$ cat src/rtl/multi_flop_data_sync.sv
// -----------------------------------------------------------------------------
// multi_flop_data_sync
//
// Receive-side clock-domain-crossing synchroniser for a multi-bit bus that is
// qualified by a single enable line. Only bus_enable passes through a
// NUM_STAGES flop chain. When the synchronised enable shows an event, the
// bus is captured into sync_bus. A one-cycle enable_pulse is emitted in the
// same cycle that the new sync_bus value first becomes visible.
//
// Parameters
//   BUS_WIDTH  : width of unsync_bus / sync_bus (1..64)
//   NUM_STAGES : synchroniser depth on bus_enable (2..4)
//   MODE       : 0 = level mode, where a rising edge of bus_enable is the event
//                1 = toggle mode, where any transition of bus_enable is the event
//
// Ports
//   CLK          in   destination-domain clock
//   RST          in   asynchronous, active-low reset
//   unsync_bus   in   source-domain data; the source must hold it stable from
//                     its enable event until enable_pulse
//   bus_enable   in   source-domain qualifier (level or toggle per MODE)
//   sync_bus     out  registered captured data; holds its value between events
//   enable_pulse out  single-cycle strobe marking new data on sync_bus
//   stab_err     out  sticky bus-stability error (only with DATA_SYNC_STAB_EN)
//
// Build option
//   DATA_SYNC_STAB_EN : when defined, adds a shadow register of the bus and
//                       the sticky stab_err output. This flags any change of
//                       unsync_bus while an enable event is still travelling
//                       through the chain.
// -----------------------------------------------------------------------------
module multi_flop_data_sync #(
    parameter int BUS_WIDTH  = 8,
    parameter int NUM_STAGES = 2,
    parameter int MODE       = 0
) (
    input  logic                 CLK,
    input  logic                 RST,
    input  logic [BUS_WIDTH-1:0] unsync_bus,
    input  logic                 bus_enable,
    output logic [BUS_WIDTH-1:0] sync_bus,
    output logic                 enable_pulse
`ifdef DATA_SYNC_STAB_EN
    ,
    output logic                 stab_err
`endif
);

    // -------------------------------------------------------------------------
    // Parameter legality: unsupported configurations stop elaboration.
    // -------------------------------------------------------------------------
    generate
        if (NUM_STAGES < 2 || NUM_STAGES > 4) begin : g_bad_stages
            $error("multi_flop_data_sync: NUM_STAGES must be in 2..4");
        end
        if (BUS_WIDTH < 1 || BUS_WIDTH > 64) begin : g_bad_width
            $error("multi_flop_data_sync: BUS_WIDTH must be in 1..64");
        end
        if (MODE != 0 && MODE != 1) begin : g_bad_mode
            $error("multi_flop_data_sync: MODE must be 0 or 1");
        end
    endgenerate

    // -------------------------------------------------------------------------
    // Enable synchroniser chain
    // -------------------------------------------------------------------------
    logic [NUM_STAGES-1:0] chain_reg;
    logic                  en_sync;
    logic                  pulse_ff;
    logic                  sync_event;

    always_ff @(posedge CLK or negedge RST) begin
        if (!RST) begin
            chain_reg[0] <= 1'b0;
        end else begin
            chain_reg[0] <= bus_enable;
        end
    end

    generate
        for (genvar gi = 1; gi < NUM_STAGES; gi++) begin : g_chain
            always_ff @(posedge CLK or negedge RST) begin
                if (!RST) begin
                    chain_reg[gi] <= 1'b0;
                end else begin
                    chain_reg[gi] <= chain_reg[gi-1];
                end
            end
        end
    endgenerate

    assign en_sync = chain_reg[NUM_STAGES-1];

    // pulse_ff remembers the previous synchronised enable level. Because it
    // resets to 0, an enable that is already high at reset release produces
    // exactly one event in either mode.
    always_ff @(posedge CLK or negedge RST) begin
        if (!RST) begin
            pulse_ff <= 1'b0;
        end else begin
            pulse_ff <= en_sync;
        end
    end

    generate
        if (MODE == 0) begin : g_level_event
            assign sync_event = en_sync & ~pulse_ff;
        end else begin : g_toggle_event
            assign sync_event = en_sync ^ pulse_ff;
        end
    endgenerate

    // -------------------------------------------------------------------------
    // Registered outputs. Both outputs come straight from flops, so there is
    // no combinational path from an input to an output.
    // -------------------------------------------------------------------------
    logic [BUS_WIDTH-1:0] sync_bus_reg;
    logic [BUS_WIDTH-1:0] sync_bus_next;
    logic                 enable_pulse_reg;

    always_comb begin
        sync_bus_next = sync_bus_reg;
        if (sync_event) begin
            sync_bus_next = unsync_bus;
        end
    end

    always_ff @(posedge CLK or negedge RST) begin
        if (!RST) begin
            sync_bus_reg     <= '0;
            enable_pulse_reg <= 1'b0;
        end else begin
            sync_bus_reg     <= sync_bus_next;
            enable_pulse_reg <= sync_event;
        end
    end

    assign sync_bus     = sync_bus_reg;
    assign enable_pulse = enable_pulse_reg;

`ifdef DATA_SYNC_STAB_EN
    // -------------------------------------------------------------------------
    // Bus stability monitor. An event is in flight while any chain stage
    // disagrees with pulse_ff. During that window the bus should be frozen.
    // The check compares the bus against its value from one cycle earlier.
    // -------------------------------------------------------------------------
    logic [BUS_WIDTH-1:0] bus_q;
    logic                 stab_err_reg;
    logic                 stab_err_next;
    logic                 in_flight;

    assign in_flight = |(chain_reg ^ {NUM_STAGES{pulse_ff}});

    always_comb begin
        stab_err_next = stab_err_reg;
        if (in_flight && (unsync_bus != bus_q)) begin
            stab_err_next = 1'b1;
        end
    end

    always_ff @(posedge CLK or negedge RST) begin
        if (!RST) begin
            bus_q        <= '0;
            stab_err_reg <= 1'b0;
        end else begin
            bus_q        <= unsync_bus;
            stab_err_reg <= stab_err_next;
        end
    end

    assign stab_err = stab_err_reg;
`endif

endmodule

$ cat config.mk
export PLATFORM = sky130hd
export DESIGN_NAME = multi_flop_data_sync
export DESIGN_NICKNAME = d
export VERILOG_FILES = /design/src/rtl/multi_flop_data_sync.sv
export SDC_FILE = /design/constraint.sdc
export NUM_CORES = 1
export LEC_CHECK = 0
export ABC_AREA = 1
export CAP_MARGIN = 30
export CORE_AREA = 2 2 39 41
export DETAILED_ROUTE_END_ITERATION = 10
export DIE_AREA = 0 0 41 43
export PLACE_DENSITY_LB_ADDON = 0.08
export SETUP_SLACK_MARGIN = 0.15
export SYNTH_ARGS = -nofsm -noshare
export SYNTH_HDL_FRONTEND = slang
export SYNTH_SLANG_ARGS = --single-unit
$ cat constraint.sdc
create_clock -name CLK -period 0.8 [get_ports CLK]
set_input_delay 0.16 -clock CLK [delete_from_list [all_inputs] [get_ports CLK]]
set_output_delay 0.16 -clock CLK [all_outputs]
set_load 0.005 [all_outputs]
# --- Word-level counts from Yosys, hierarchy flattened ---
# Cells that the tools add are included.
word_totals:
  in_bits: 11
  latch_bits: 0
  mem_bits_ro: 0
  out_inout_bits: 9
  wordCells: 7
  ram_bits: 0
  n_memories: 0
  reg_bits: 12
op_classes:
  mul: 0
  n_shift: 0
  n_reduce_logical: 0
  n_eq_ne: 0
  n_bitwise: 2
  n_addsub: 0
  div_mod_pow: 0
  n_mux: 0
  order_cmp: 0
ops:
  columns: ["operator", "count"]
  rows:
  - ["AND 1 bit", 1]
  - ["NOT 1 bit", 1]

# --- Depth between registers and ports, before layout ---
depth:
  ltp_word: 2
  depth_mapped: 4
  depth_no_buf: 4

# --- Worst setup path before layout ---
# OpenSTA, ideal clock, no wires.
synth_timing:
  kind: "reg-to-reg"
  from: "register pulse_ff"
  to: "register sync_bus_reg[0], in the netlist sync_bus[0]"
  path_stages_with_launch: 5
  synth_period_minus_slack_ns: 0.763
  path_buffers: 0
  required_ns: 0.684
  t_arrival_ns: 0.646
  setup_ns: 0.116
  path_slack_ns: 0.037
  cell_sequence: "dfrtp_1 -> inv_4 -> nand2_8 -> nand2_1 -> nand2_1"
synth_via:
  elab_chain_len: 2
synth_rtl:
  columns: ["item", "line", "source"]
  rows:
  - ["start, declared", "69", "logic pulse_ff;"]
  - ["start signal, assigned", "101", "pulse_ff <= en_sync;"]
  - ["NOT 1 bit", "107", "assign sync_event = en_sync & ~pulse_ff;"]
  - ["AND 1 bit", "107", null]
  - ["end signal, assigned", "133", "sync_bus_reg <= sync_bus_next;"]
  - ["end, declared", "117", "logic [BUS_WIDTH-1:0] sync_bus_reg;"]
# No other way between the ends.
# A chain may end at the register's enable or synchronous reset.

# --- Final worst setup path ---
layout_timing:
  from: "register sync_bus_reg[7], in the netlist sync_bus[7]"
  to: "output sync_bus[7]"
layout_lines:
  columns: ["item", "line", "source"]
  rows:
  - ["end, declared", "41", "output logic [BUS_WIDTH-1:0] sync_bus,"]
# No word-level cell between the ends.

==> impl_metrics.ini <==
[outcome]
status = complete, but fails checks
failed_checks = negative setup slack

[synth]
syn_area_um2 = 447
synth_top_cell_area_share_pct = 67.2
synth-seq-cells = 12
synth_seq_area_share_pct = 67.2
avgSynthCellArea_um2 = 11.2
yosys_warnings = 0
syn_inst = 40
yosys.area.top_type = dfrtp_1
synth_area_leaders = dfrtp_1 (67%), nand2_1 (12%), nand3_1 (9.0%), nand2_8 (4.5%), nand2_2 (2.8%)
ys_types = 8
synth_fp_nets = 51

[pwr]
static-leakage-power_nw = 0.413
cellPowerDensity_nw_per_um2 = 1850
vdd_drop_max_v = 0.000950

[layout]
post-route-cell-area_um2 = 826
layout-drive-gt1-share_pct = 54.1
fillerInstances = 123
antenna_cells = 0
seqCellArea_um2 = 302
final_cell_mix = dfrtp_1 (11), clkdlybuf4s50_1 (10), buf_2 (9)
multi_input_area_um2 = 185
syn_to_final_growth_pct = 84.9
largest_reg_flops = 8
final_common_cell = dfrtp_1
nNetsFinal = 86

[setup_path]
critical_path_peak_fanout = 2
reg2reg_depth = 4
crit_chain = buf_2
cp.required_ns = 0.64
crit_arrival_ns = 0.78
cp-start-kind = flip-flop
crit_cells = 1
cp_top_family = flip-flops
crit_buf_inv = 1
cpPeakStageDelay_ns = 0.38
path_class = reg2out
r2r_slack_ns = -0.04
slowest_stage = dfrtp_1
crit_path_end_kind = output port

[route]
vias_per_cell = 4.51
drt_pass1_iterations = 4
drtAntennaViolNets = 0
drtIter0Drc = 3
routed_wl_um = 981
wire_per_inst_um = 10.9
num_vias = 406
drc = 0

[clocking]
ctsLongestPathBuffers = 2
clkTransAtPathRegs_ns = 0.08
hold_buffers = 0
clock_latency_ns = 0.27
cts_tree = built
cts-htree-levels = 1
cts_root_buffer = clkbuf_4
clock-sinks = 12
cts_made_buffers = 3

[timing]
finalCriticalPeriod_ns = 0.938
hold_violations = 0
finalMaxSlewViolations = 0
fin_skew_ns = 0.00396
setup_viol = 17
rsz0062_at_grt = yes
relSlewSlack_pct = 90.7
finalCritPeriodShare_pct = 117
worst_pin_slew_ns = 0.139
finalWorstSetupSlack_ns = -0.138
fmax_mhz = 1070

[global_routing]
grt_pass1_wl_um = 1490
track_usage_pct = 13.2
grt_antenna_before_repair = 0
grt_pass1_vias = 374
grt-ovfl-total = 0
grt_max_degree = 13

[floorplan]
dieHeight_um = 43
rows = 14
ios = 20
start_util_pct = 32.3
die_x_um = 41
coreArea_um2 = 1380
dieArea_um2 = 1760

[placed_design]
gp_congestion = 0.615
place_hpwl_um = 595
place.port_buffers = 19
dpl-instance-area_um2 = 708
pre_cts_ws_ns = -0.189

[worst_hold_path]
hold_class = in2async

[run]
cap_viol_max_count = 0
[worst paths after layout]
check / start / endpoint
max in group asynchronous: RST / en_sync$_DFF_PN0_
min in group CLK: bus_enable / chain_reg[0]$_DFF_PN0_
hold reg to reg: chain_reg[0]$_DFF_PN0_ / en_sync$_DFF_PN0_
hold / removal: RST / sync_bus[2]$_DFFE_PN0P_
setup / recovery: sync_bus[7]$_DFFE_PN0P_ / sync_bus[7]
setup reg to reg: en_sync$_DFF_PN0_ / sync_bus[6]$_DFFE_PN0P_
[cell usage after synthesis, drive strengths merged]
library cell	n
nand3	8
dfrtp	12
buf	1
inv	2
nand2	17
[power breakdown]
part	switching, mW	leakage, nW	internal [mW]
registers	0.0301	0.145	0.668
clock network	0.198	0.0210	0.276
logic	0.143	0.246	0.212
[logic make-up after synthesis]
group | after synthesis | share of synthesized area (%)
and+or+nand+nor | 25 | 28.0
DFF | 12 | 67.2
buffers and inverters | 3 | 4.76
[metrics by stage]
step                instances  utilization [%]  setup TNS, ns  hold slack, ns  total power, mW
global placement           79             51.2          -1.77           0.332             1.01
CTS                        87             53.0          -1.56           0.202             1.48
global route               90             59.7          -2.23           0.208             1.63
floorplan                  40                -              0          -0.136            0.794
detailed placement         79             51.2          -1.84           0.339             1.02
finish                     90             59.7          -1.39           0.212             1.53
[per-layer routing]
metal	track usage [%]	vias to the layer above	wire length, um
li1	-	203	-
met1	15.6	188	378
met5	0	-	0
met4	10.0	0	0
met2	18.4	15	543
met3	4.71	0	60
[cell type report]
cell class | instances | share of cell area (%)
tap | 16 | 2.42
sequential | 12 | 36.5
timing repair buffer | 30 | 32.7
clock buffer | 4 | 4.39
inverter | 2 | 1.52
multi-input combinational | 26 | 22.4
[what timing repair did]
item | 4_1_cts | 5_1_grt
setup endpoints to repair | 19 | 19
cloned | 1 | 1
endpoints found under the hold margin | 0 | 0
pin swaps | 1 | 4
setup buffers | 3 | 2
gates resized for setup | 36 | 15
Power figures use the tool's default switching activity.
